==> config.mk <==
export PLATFORM = sky130hd
export DESIGN_NAME = sha256_spi_master_flat
export DESIGN_NICKNAME = d
export VERILOG_FILES = /design/src/rtl/sha256_spi_master_if.sv /design/src/rtl/sha256_spi_master.sv /design/src/flat_wrapper.sv
export SDC_FILE = /design/constraint.sdc
export NUM_CORES = 1
export LEC_CHECK = 0
export BUFFER_PORTS_ARGS = -buffer_cell sky130_fd_sc_hd__buf_4
export CELL_PAD_IN_SITES_DETAIL_PLACEMENT = 0
export CELL_PAD_IN_SITES_GLOBAL_PLACEMENT = 1
export CORE_UTILIZATION = 40
export CTS_CLUSTER_SIZE = 12
export DETAILED_ROUTE_END_ITERATION = 10
export GPL_TIMING_DRIVEN = 0
export PLACE_DENSITY = 0.78
export SYNTH_ARGS = -nofsm -noshare
export SYNTH_HDL_FRONTEND = slang
export SYNTH_SLANG_ARGS = --single-unit
==> constraint.sdc <==
create_clock -name i_clk -period 2.33 [get_ports i_clk]
set_input_delay 0.1165 -clock i_clk [delete_from_list [all_inputs] [get_ports i_clk]]
set_output_delay 0.1165 -clock i_clk [all_outputs]
set_load 0.03 [all_outputs]
==> src/rtl/sha256_spi_master_if.sv <==
// Local request/response port of sha256_spi_master: one register read or write per transaction.
interface sha256_spi_master_if;
  logic       req_valid;
  logic       req_ready;
  logic       req_wr;
  logic [6:0] req_addr;
  logic [7:0] req_wdata;
  logic       rsp_valid;
  logic [7:0] rsp_rdata;
  logic       busy;

  modport master (
    output req_valid, req_wr, req_addr, req_wdata,
    input  req_ready, rsp_valid, rsp_rdata, busy
  );

  modport slave (
    input  req_valid, req_wr, req_addr, req_wdata,
    output req_ready, rsp_valid, rsp_rdata, busy
  );
endinterface

==> src/rtl/sha256_spi_master.sv <==
// SPI initiator for the sha256_spi register map: each request becomes one 16-bit write frame
// or a command frame plus a data frame for reads (SCK idles high, data changes on SCK fall).
module sha256_spi_master #(
  parameter int CLK_DIV    = 5,
  parameter int SS_SETUP   = 2,
  parameter int SS_HOLD    = 2,
  parameter int GAP_CYCLES = 10
) (
  input  logic                      i_clk,
  input  logic                      i_rst,
  sha256_spi_master_if.slave        bus,
  output logic                      o_sck,
  output logic                      o_ss_n,
  output logic                      o_mosi,
  input  logic                      i_miso
);

  localparam int DIV_W    = $clog2(CLK_DIV);
  localparam int MAX_WAIT = (SS_SETUP > SS_HOLD)
                            ? ((SS_SETUP > GAP_CYCLES) ? SS_SETUP : GAP_CYCLES)
                            : ((SS_HOLD > GAP_CYCLES) ? SS_HOLD : GAP_CYCLES);
  localparam int CNT_W    = $clog2(MAX_WAIT + 1);

  localparam logic [2:0] IDLE  = 3'd0;
  localparam logic [2:0] SETUP = 3'd1;
  localparam logic [2:0] SHIFT = 3'd2;
  localparam logic [2:0] HOLD  = 3'd3;
  localparam logic [2:0] GAP   = 3'd4;
  localparam logic [2:0] DONE  = 3'd5;

  logic [2:0]       state_q, state_d;
  logic [CNT_W-1:0] cnt_q, cnt_d;
  logic [DIV_W-1:0] div_q, div_d;
  logic [3:0]       bit_q, bit_d;
  logic             phase_q, phase_d;
  logic             sck_q, sck_d;
  logic             ss_n_q, ss_n_d;
  logic             mosi_q, mosi_d;
  logic             rsp_valid_q, rsp_valid_d;
  logic [7:0]       rdata_q, rdata_d;
  logic [15:0]      tx_q, tx_d;
  logic [7:0]       rx_q, rx_d;
  logic             wr_q;
  logic [6:0]       addr_q;
  logic [7:0]       wdata_q;
  logic [15:0]      frame;
  logic             accept;

  function automatic logic [15:0] cmd_frame(input logic wr, input logic [6:0] addr,
                                            input logic [7:0] wdata);
    cmd_frame = {wr, addr, (wr ? wdata : 8'h00)};
  endfunction

  assign accept    = bus.req_valid && bus.req_ready;
  // The data frame of a read only clocks the slave; MOSI is held high throughout.
  assign frame     = phase_q ? 16'hFFFF : cmd_frame(wr_q, addr_q, wdata_q);

  assign bus.req_ready = (state_q == IDLE) && !i_rst;
  assign bus.rsp_valid = rsp_valid_q;
  assign bus.rsp_rdata = rdata_q;
  assign bus.busy      = (state_q == SETUP) || (state_q == SHIFT) ||
                         (state_q == HOLD)  || (state_q == GAP);
  assign o_sck         = sck_q;
  assign o_ss_n        = ss_n_q;
  assign o_mosi        = mosi_q;

  always_comb begin
    state_d = state_q;
    cnt_d   = cnt_q;
    div_d   = div_q;
    bit_d   = bit_q;
    phase_d = phase_q;
    sck_d   = sck_q;
    ss_n_d  = ss_n_q;
    mosi_d  = mosi_q;
    rdata_d = rdata_q;
    tx_d    = tx_q;
    rx_d    = rx_q;
    case (state_q)
      IDLE: begin
        if (bus.req_valid) begin
          state_d = SETUP;
          cnt_d   = '0;
          phase_d = 1'b0;
          ss_n_d  = 1'b0;
        end
      end
      SETUP: begin
        if (cnt_q == CNT_W'(SS_SETUP - 1)) begin
          state_d = SHIFT;
          div_d   = '0;
          bit_d   = 4'd0;
          sck_d   = 1'b0;
          mosi_d  = frame[15];
          tx_d    = {frame[14:0], 1'b1};
        end else begin
          cnt_d = cnt_q + 1'b1;
        end
      end
      SHIFT: begin
        if (div_q != DIV_W'(CLK_DIV - 1)) begin
          div_d = div_q + 1'b1;
        end else begin
          div_d = '0;
          if (!sck_q) begin
            sck_d = 1'b1;
          end else begin
            // Last cycle of the high half-period: sample MISO, then fall or finish.
            rx_d = {rx_q[6:0], i_miso};
            if (bit_q == 4'd15) begin
              state_d = HOLD;
              cnt_d   = '0;
              mosi_d  = 1'b1;
            end else begin
              bit_d  = bit_q + 4'd1;
              sck_d  = 1'b0;
              mosi_d = tx_q[15];
              tx_d   = {tx_q[14:0], 1'b1};
            end
          end
        end
      end
      HOLD: begin
        if (cnt_q == CNT_W'(SS_HOLD - 1)) begin
          state_d = GAP;
          cnt_d   = '0;
          ss_n_d  = 1'b1;
        end else begin
          cnt_d = cnt_q + 1'b1;
        end
      end
      GAP: begin
        if (cnt_q == CNT_W'(GAP_CYCLES - 1)) begin
          if (wr_q || phase_q) begin
            state_d = DONE;
            rdata_d = wr_q ? 8'h00 : rx_q;
          end else begin
            state_d = SETUP;
            cnt_d   = '0;
            phase_d = 1'b1;
            ss_n_d  = 1'b0;
          end
        end else begin
          cnt_d = cnt_q + 1'b1;
        end
      end
      DONE: begin
        state_d = IDLE;
      end
      default: begin
        state_d = IDLE;
        sck_d   = 1'b1;
        ss_n_d  = 1'b1;
        mosi_d  = 1'b1;
      end
    endcase
    rsp_valid_d = (state_d == DONE);
  end

  always_ff @(posedge i_clk) begin
    if (i_rst) begin
      state_q     <= IDLE;
      cnt_q       <= '0;
      div_q       <= '0;
      bit_q       <= 4'd0;
      phase_q     <= 1'b0;
      sck_q       <= 1'b1;
      ss_n_q      <= 1'b1;
      mosi_q      <= 1'b1;
      rsp_valid_q <= 1'b0;
      rdata_q     <= 8'h00;
    end else begin
      state_q     <= state_d;
      cnt_q       <= cnt_d;
      div_q       <= div_d;
      bit_q       <= bit_d;
      phase_q     <= phase_d;
      sck_q       <= sck_d;
      ss_n_q      <= ss_n_d;
      mosi_q      <= mosi_d;
      rsp_valid_q <= rsp_valid_d;
      rdata_q     <= rdata_d;
    end
  end

  // Request fields and shift registers carry data only and need no reset.
  always_ff @(posedge i_clk) begin
    if (accept) begin
      wr_q    <= bus.req_wr;
      addr_q  <= bus.req_addr;
      wdata_q <= bus.req_wdata;
    end
    tx_q <= tx_d;
    rx_q <= rx_d;
  end

endmodule

==> src/flat_wrapper.sv <==
// flat-port wrapper written by rule: the top's interface ports become plain ports
module sha256_spi_master_flat 
#(
  parameter int CLK_DIV    = 5,
  parameter int SS_SETUP   = 2,
  parameter int SS_HOLD    = 2,
  parameter int GAP_CYCLES = 10
)
  (i_clk, i_rst, o_sck, o_ss_n, o_mosi, i_miso, bus_req_valid, bus_req_wr, bus_req_addr, bus_req_wdata, bus_req_ready, bus_rsp_valid, bus_rsp_rdata, bus_busy);
  sha256_spi_master_if bus_i ();
  input  logic i_clk;
  input  logic i_rst;
  output logic o_sck;
  output logic o_ss_n;
  output logic o_mosi;
  input  logic i_miso;
  input wire logic [$bits(bus_i.req_valid)-1:0] bus_req_valid;
  input wire logic [$bits(bus_i.req_wr)-1:0] bus_req_wr;
  input wire logic [$bits(bus_i.req_addr)-1:0] bus_req_addr;
  input wire logic [$bits(bus_i.req_wdata)-1:0] bus_req_wdata;
  output wire logic [$bits(bus_i.req_ready)-1:0] bus_req_ready;
  output wire logic [$bits(bus_i.rsp_valid)-1:0] bus_rsp_valid;
  output wire logic [$bits(bus_i.rsp_rdata)-1:0] bus_rsp_rdata;
  output wire logic [$bits(bus_i.busy)-1:0] bus_busy;
  assign bus_i.req_valid = bus_req_valid;
  assign bus_i.req_wr = bus_req_wr;
  assign bus_i.req_addr = bus_req_addr;
  assign bus_i.req_wdata = bus_req_wdata;
  assign bus_req_ready = bus_i.req_ready;
  assign bus_rsp_valid = bus_i.rsp_valid;
  assign bus_rsp_rdata = bus_i.rsp_rdata;
  assign bus_busy = bus_i.busy;
  sha256_spi_master #(.CLK_DIV(CLK_DIV), .SS_SETUP(SS_SETUP), .SS_HOLD(SS_HOLD), .GAP_CYCLES(GAP_CYCLES)) u_core (.i_clk(i_clk), .i_rst(i_rst), .bus(bus_i), .o_sck(o_sck), .o_ss_n(o_ss_n), .o_mosi(o_mosi), .i_miso(i_miso));
endmodule
==> impl_metrics.ini, run 1 <==
[status]
status = finished, final reports clean

[clocking]
clkTransAtPathRegs_ps = 70
clock-root-buffer = clkbuf_8
cts.sinks = 66
clock_latency_ps = 340
cts_tree = built
cts_buffers = 9
clockBufferDepth = 2
htree_levels = 3

[sta]
setup-violations-final = 0
period_share = 0.889
fmax_mhz = 483
period_needed_ps = 2070
rsz0062_at_grt = no
worst_pin_slew_ps = 649
fin_skew_ps = 9.33
hold_violations = 0
drv_slew = 0
hold_ws_ps = 180
slew_headroom = 0.568

[route]
detail_route.iter0.violations = 137
wire_per_inst_um = 13.6
ant_nets = 0
via_per_inst = 5.00
num_vias = 2125
drc = 0
dr.pass1.iters = 4
wl_mm = 5.77

[die]
placementRows = 30
core_mm2 = 0.00679
ioPinCount = 34
die_area_mm2 = 0.00739
start_util = 0.415
die_h_um = 86.0
fp.dieW_um = 86.0

[layout]
layout-drive-gt1-share = 0.201
nNetsFinal = 349
nFillCells = 608
postLayoutCoreUtil = 0.534
syn_to_final_growth_pct = 28.7
antenna_cells = 0

[placed_design]
finalWeightedCongestion = 0.879
dp.final_hpwl_mm = 3.87
io_buffers = 33

[critical_path]
critPathArrivalTime_ps = 2120
crit_path_start_kind = flip-flop
path_buf_inv = 2
required_ps = 2380
crit_path_end_kind = flip-flop
path_delay_family = simple AND/OR/NAND/NOR gates
crit_type = reg2reg
critical_path.max_stage_delay_ps = 400
cp_cell_sequence = ha_1 > nand4bb_1 > mux2i_2 > nand3_1 > clkinvlp_4 > buf_12
cp_slowest_cell = dfxtp_1
cp_max_fo = 16

[global_routing]
antenna_found_initial = 0
track_usage = 0.170
grt_pass1_wl_mm = 9.56
grt_max_degree = 17
overflow = 0
grt_pass1_vias = 2037

[power_and_ir_drop]
powerDensity_mw_per_mm2 = 700
combPwrFrac = 0.079
worst_ir_drop_vdd_mv = 0.332
seqPwrFrac = 0.505
p_switching_mw = 0.577
p_clk_frac = 0.417
p_leak_nw = 1.32
swShare = 0.227
p_int_mw = 1.96
p_total_mw = 2.54

[yosys]
yosysUniqueCellTypes = 46
synth_seq_cells = 66
async_reset_ff_frac = 0
synthTopCellsByCount = nand2_1, edfxtp_1, dfxtp_1, a21oi_1, o21ai_0
yosys.cell_count.top_type = nand2_1
synth_edf_count = 39
synth_top_area_share = 0.415
synth_cells = 261
yosys_warnings = 0
yosys_most_used_dff = edfxtp_1
avgSynthCellArea_um2 = 10.8
ys_seq_area_frac = 0.607
yosysTopAreaCell = edfxtp_1
synth_nets = 286
syn_area_mm2 = 0.00282
synthTopCellsByArea = edfxtp_1, dfxtp_1, nand2_1

[min_path]
hold_class = in2reg

[flow_run]
maxCapViolations = 0
## logic make-up after synthesis
family	after synthesis	synth area share
AND/OR/NAND/NOR	101	0.193
flip-flops	66	0.607
AO/OA/AOI/OAI	62	0.126
buffers and inverters	21	0.0319
adder cells (fa/ha/maj)	5	0.0222
XOR/XNOR	3	0.00931
multiplexers	3	0.0106
## registers in the layout, indices dropped and copies added (netlist names)
| name | count |
|---|---|
| u_core.o_sck | 1 |
| u_core.o_mosi | 1 |
| u_core.wdata_q | 8 |
| u_core.tx_q | 15 |
| u_core.div_q | 3 |
| u_core.wr_q | 1 |
| u_core.rx_q | 8 |
| u_core.bus.rsp_valid | 1 |
| u_core.bus.rsp_rdata | 8 |
| u_core.bit_q | 4 |
| u_core.o_ss_n | 1 |
| u_core.addr_q | 7 |
| u_core.cnt_q | 4 |
| u_core.phase_q | 1 |
| u_core.state_q | 3 |
## worst reg2reg max path: stages (launching register included)
cell,delay (ps)
dfxtp_1,400
ha_1,230
nand4bb_1,270
mux2i_2,370
nand3_1,230
clkinvlp_4,140
buf_12,150
## layer usage
metal  vias up  global-route usage  wire [um]
li1       1073                   -          -
met1      1001               0.226       2820
met2        39               0.254       2640
met3        12              0.0529        185
met4         0              0.0803        119
met5         -                   0          0
## final cells by class
type / instances / area (um2) / share of cell area
Sequential cell: 66 / 1710 / 0.471
Tap cell: 96 / 120 / 0.0331
Clock buffer: 10 / 128 / 0.0351
Inverter: 8 / 33.8 / 0.00930
Clock inverter: 6 / 90.1 / 0.0248
Timing Repair Buffer: 52 / 448 / 0.123
Buffer: 13 / 60.1 / 0.0165
Multi-Input combinational cell: 174 / 1040 / 0.286
## per-stage QoR
step / setup TNS (ps) / area, um2 / instances / setup WS [ps]
6_report: 0 / 3630 / 425 / 259
5_1_grt: 0 / 3630 / 425 / 80.9
4_1_cts: 0 / 3590 / 424 / 100
3_5_place_dp: -4830 / 3190 / 390 / -274
3_3_place_gp: -3630 / 3190 / 390 / -221
2_1_floorplan: 0 / 2820 / 261 / 240
## repair_timing
item / 4_1_cts / 5_1_grt
gates resized for setup: 2 / 4
endpoints found under the hold margin: 18 / 0
endpoints found under the setup margin: 31 / 32
hold buffers: 18 / 0
setup buffers: 0 / 1
cloned: 0 / 0
## path summary, 6_finish.rpt
path | start | endpoint | slack, ps | cells after the start
worst max-delay path | u_core.cnt_q[0] | u_core.tx_q[3] | 260 | 6
worst min-delay path | bus_req_valid | u_core.phase_q | 180 | 3
worst max register to register | u_core.cnt_q[0] | u_core.tx_q[3] | 260 | 6
worst min register to register | u_core.bus.rsp_rdata[0] | u_core.bus.rsp_rdata[0] | 450 | 2
## power groups by stage
stage               combinational, mW  clock (mW)  sequential [mW]
floorplan                      0.0984           0             1.31
global placement                0.165           0             1.31
detailed placement              0.166           0             1.31
CTS                             0.192        1.08             1.28
global route                    0.219        1.13             1.28
finish                          0.200        1.06             1.28
## layout by cell type, fill, tap and decap left out, types with 9 or more instances in the layout
cell / synthesis / final
o21ai_0: 18 / 18
nor3_1: 9 / 9
edfxtp_1: 39 / 39
nor2_1: 11 / 9
clkbuf_1: 9 / 10
a21oi_1: 25 / 25
dfxtp_1: 27 / 27
nand2_1: 40 / 40
clkbuf_8: 0 / 9
nand3b_1: 10 / 10
dlygate4sd3_1: 0 / 18
buf_4: 0 / 33
Note: power is estimated with default switching activity, not from simulation.
==> run 2, diff against run 1 <==
--- a/config.mk
+++ b/config.mk
@@ -13,6 +13,7 @@
 export DETAILED_ROUTE_END_ITERATION = 10
 export GPL_TIMING_DRIVEN = 0
 export PLACE_DENSITY = 0.78
+export RECOVER_POWER = 25
 export SYNTH_ARGS = -nofsm -noshare
 export SYNTH_HDL_FRONTEND = slang
 export SYNTH_SLANG_ARGS = --single-unit
==> run 2 against run 1 <==
Net effect:
- global-route usage is the same
- utilization decreased by 0.28 points
- non-clock buffer count unchanged
- flip-flop and latch count stayed put
- clock skew is 0.84 ps lower
- sequential share of layout area increased by 0.24 points
- critical path type unchanged
- largest cell class unchanged
- largest power group unchanged
==> impl_metrics.ini, run 2 (synthesis gave the netlist of run 1 again) <==
[sta]
hold_violations = 0
fmax_mhz = 483
slew_headroom = 0.567
worst_pin_slew_ps = 649
period_share = 0.889
setup-violations-final = 0
finalSetupTns_ps = 0
fin_skew_ps = 8.49
postLayoutSetupSlackWorst_ps = 260
rsz0062_at_grt = no
drv_slew = 0
period_needed_ps = 2070

[critical_path]
cp_slowest_cell = dfxtp_1
cp_max_fo = 16
crit_path_start_kind = flip-flop
cp_cell_sequence = ha_1 > nand4bb_1 > mux2i_2 > nand3_1 > clkinvlp_4 > buf_12
critical_path.max_stage_delay_ps = 400
crit_type = reg2reg
required_ps = 2380
critPathArrivalTime_ps = 2120
crit_path_end_kind = flip-flop

[route]
dr.pass1.iters = 4
via_per_inst = 4.98
ant_nets = 0
wl_mm = 5.77
detail_route.iter0.violations = 117
drc = 0
num_vias = 2118
wire_per_inst_um = 13.6

[clocking]
clkTransAtPathRegs_ps = 70
htree_levels = 3
clock-root-buffer = clkbuf_8
clockBufferDepth = 2
cts.sinks = 66
cts_tree = built
cts_buffers = 9
clock_latency_ps = 340

[die]
die_area_mm2 = 0.00739
start_util = 0.415
die_h_um = 86.0
placementRows = 30
fp.dieW_um = 86.0
core_mm2 = 0.00679
ioPinCount = 34

[power_and_ir_drop]
worst_ir_drop_vdd_mv = 0.331
powerDensity_mw_per_mm2 = 703
p_leak_nw = 1.29

[layout]
nFillCells = 610
syn_to_final_growth_pct = 28.0
postLayoutCoreUtil = 0.532
antenna_cells = 0
finalInstanceArea_mm2 = 0.00361
final_common_cell = nand2_1
largest_reg_flops = 15
nNetsFinal = 349
regMostFlops = u_core.tx_q
final_cell_mix = nand2_1, edfxtp_1, dfxtp_1, a21oi_1
layout-drive-gt1-share = 0.185

[global_routing]
overflow = 0
grt_max_degree = 17
antenna_found_initial = 0
grt_pass1_vias = 2037
grt_pass1_wl_mm = 9.56
track_usage = 0.170

[placed_design]
dp.final_hpwl_mm = 3.87
io_buffers = 33
place_area_mm2 = 0.00319
dp_slack_ps = -274
finalWeightedCongestion = 0.879

[flow_run]
maxCapViolations = 0

[status]
status = finished, final reports clean

[min_path]
hold_class = in2reg
[run 2: changes by cell type in the layout (fill, tap and decap cells not counted)]
| cell | delta |
|---|---|
| buf_4 | -22 |
| clkbuf_4 | +17 |
| clkbuf_1 | +5 |
[run 2: where the power goes]
group / switching [mW] / internal, mW / total (mW)
clock network: 0.453 / 0.606 / 1.06
registers: 0.0160 / 1.27 / 1.28
logic: 0.107 / 0.0891 / 0.196
total: 0.576 / 1.96 / 2.54
[run 2: area by class of cell]
class | instances | area [um2] | share of cell area
Buffer | 13 | 60.1 | 0.0166
Clock buffer | 10 | 128 | 0.0353
Clock inverter | 6 | 90.1 | 0.0249
Inverter | 8 | 33.8 | 0.00935
Multi-Input combinational cell | 174 | 1040 | 0.288
Sequential cell | 66 | 1710 | 0.474
Tap cell | 96 | 120 | 0.0333
Timing Repair Buffer | 52 | 429 | 0.119
[run 2: what timing repair did]
action,4_1_cts,5_1_grt
resized for setup,2,4
hold buffers,18,0
setup endpoints to repair,31,32
hold endpoints to repair,18,0
buffers inserted,0,1
[run 2: final timing paths]
check	end	slack, ps	cells past startpoint	startpoint
max	u_core.tx_q[3]	260	6	u_core.cnt_q[0]
min	u_core.phase_q	180	3	bus_req_valid
max reg2reg	u_core.tx_q[3]	260	6	u_core.cnt_q[0]
min reg2reg	u_core.bus.rsp_rdata[0]	450	2	u_core.bus.rsp_rdata[0]
[run 2: through the flow]
step / instances / hold slack, ps / total power, mW
3_3_place_gp: 390 / 295 / 1.47
2_1_floorplan: 261 / 196 / 1.41
3_5_place_dp: 390 / 296 / 1.47
5_1_grt: 425 / 185 / 2.63
4_1_cts: 424 / 127 / 2.56
6_report: 425 / 181 / 2.54
[run 2: routing by layer]
metal | track usage | share of wire | vias to the layer above
li1 | - | - | 1073
met5 | 0 | 0 | -
met3 | 0.0529 | 0.032 | 12
met2 | 0.254 | 0.46 | 35
met1 | 0.226 | 0.49 | 998
met4 | 0.0803 | 0.021 | 0
[run 2: worst max-delay path: cells and delay by family (launching register included)]
kind | cells | cell delay, ps
adder cells (fa/ha/maj) | 1 | 230
flip-flops | 1 | 400
AND/OR/NAND/NOR | 2 | 500
buffers and inverters | 2 | 290
multiplexers | 1 | 370
==> run 3, diff against run 2 <==
--- a/config.mk
+++ b/config.mk
@@ -8,11 +8,11 @@
 export BUFFER_PORTS_ARGS = -buffer_cell sky130_fd_sc_hd__buf_4
 export CELL_PAD_IN_SITES_DETAIL_PLACEMENT = 0
 export CELL_PAD_IN_SITES_GLOBAL_PLACEMENT = 1
-export CORE_UTILIZATION = 40
+export CORE_UTILIZATION = 45
 export CTS_CLUSTER_SIZE = 12
 export DETAILED_ROUTE_END_ITERATION = 10
 export GPL_TIMING_DRIVEN = 0
-export PLACE_DENSITY = 0.78
+export PLACE_DENSITY = 0.85
 export RECOVER_POWER = 25
 export SYNTH_ARGS = -nofsm -noshare
 export SYNTH_HDL_FRONTEND = slang
==> run 3 against run 2 <==
Net effect:
- flip-flop and latch count unchanged
- critical endpoint is now u_core.bus.rsp_valid
- worst setup slack lost 74 ps
- utilization is 6.4 points higher
- sequential share of layout area rose by 0.58 points
- non-clock buffer count unchanged
- critical path depth down 1
==> impl_metrics.ini, run 3 (synthesis gave the netlist of run 1 again) <==
[route]
wire_per_inst_um = 14.9
drc = 0
via_per_inst = 5.26
dr.pass1.iters = 4
num_vias = 2126
ant_nets = 0
wl_mm = 6.01
detail_route.iter0.violations = 161

[die]
start_util = 0.471
core_mm2 = 0.00599
die_area_mm2 = 0.00659
placementRows = 28
die_h_um = 81.2
fp.dieW_um = 81.2
ioPinCount = 34

[sta]
fin_skew_ps = 9.42
rsz0062_at_grt = no
period_needed_ps = 2140
fmax_mhz = 466
hold_ws_ps = 186
setup-violations-final = 0
slew_headroom = 0.488
postLayoutSetupSlackWorst_ps = 186
finalSetupTns_ps = 0
worst_pin_slew_ps = 766
drv_slew = 0
hold_violations = 0
period_share = 0.920

[critical_path]
critPathArrivalTime_ps = 2430
crit_type = reg2reg
crit_path_end_kind = flip-flop
required_ps = 2620
cp_max_fo = 9
crit_path_start_kind = flip-flop

[global_routing]
overflow = 0
grtUsageMet1 = 0.267
grt_pass1_vias = 1965
grt_max_degree = 17
grt_busiest_layer = met2
grt_pass1_wl_mm = 9.44
antenna_found_initial = 0
grt_use_met2 = 0.303
track_usage = 0.199
grt.met3_usage = 0.0607

[clocking]
clock-root-buffer = clkbuf_8
clock_latency_ps = 350
cts_buffers = 9
htree_levels = 3
clkTransAtPathRegs_ps = 80
clockBufferDepth = 2
cts_tree = built
cts.sinks = 66

[layout]
layout-drive-gt1-share = 0.176
instances_no_fill = 404
postLayoutCoreUtil = 0.596
regMostFlops = u_core.tx_q
largest_reg_flops = 15
nNetsFinal = 349
syn_to_final_growth_pct = 26.5
final_cell_mix = nand2_1, edfxtp_1, dfxtp_1, a21oi_1
finalInstanceArea_mm2 = 0.00357
antenna_cells = 0
final_common_cell = nand2_1

[placed_design]
dp_slack_ps = -262
finalWeightedCongestion = 0.826
place_area_mm2 = 0.00316
dp.final_hpwl_mm = 3.90
io_buffers = 33
dp.cells = 369

[power_and_ir_drop]
worst_ir_drop_vdd_mv = 0.503
p_total_mw = 2.51
p_leak_nw = 1.29
powerDensity_mw_per_mm2 = 704

[flow_run]
maxCapViolations = 0

[status]
status = finished, final reports clean

[min_path]
hold_class = in2reg
## run 3: critical path, cell delays in order, from the launching register on
cell and delay [ps]:
dfxtp_1 380, or3b_1 450, nor2_1 620, nand2_1 130, a311oi_1 320, and2_1 170
## run 3: repair_timing
action / CTS / global route
endpoints found under the hold margin: 19 / 0
cloned: 0 / 0
hold buffers: 18 / 0
setup endpoints to repair: 31 / 32
setup buffers: 0 / 1
gates resized for setup: 2 / 2
## run 3: layer usage
| layer | vias to the layer above | part of all wire |
|---|---|---|
| li1 | 1072 | - |
| met1 | 990 | 0.47 |
| met2 | 55 | 0.46 |
| met3 | 9 | 0.054 |
| met4 | 0 | 0.016 |
| met5 | - | 0 |
## run 3: layout make-up
class | count | area, um2
fillers | 507 | 2420
flip-flops and latches | 66 | 1710
multi-input cells | 174 | 1030
repair buffers | 52 | 429
clock buffers | 10 | 128
well taps | 75 | 93.8
clock inverters | 6 | 81.3
plain buffers | 13 | 60.1
inverters | 8 | 33.8
## run 3: final timing paths
kind / cells past startpoint / slack, ps / endpoint / start
min: 3 / 190 / u_core.phase_q / bus_req_valid
max reg2reg: 5 / 190 / u_core.bus.rsp_valid / u_core.state_q[0]
max: 5 / 190 / u_core.bus.rsp_valid / u_core.state_q[0]
min reg2reg: 2 / 450 / u_core.bus.rsp_rdata[7] / u_core.bus.rsp_rdata[7]
## run 3: report_power, final
part / leakage (nW) / internal (mW) / switching (mW)
sequential: 0.575 / 1.27 / 0.0153
clock: 0.105 / 0.595 / 0.439
combinational: 0.614 / 0.0887 / 0.108
total: 1.29 / 1.95 / 0.563
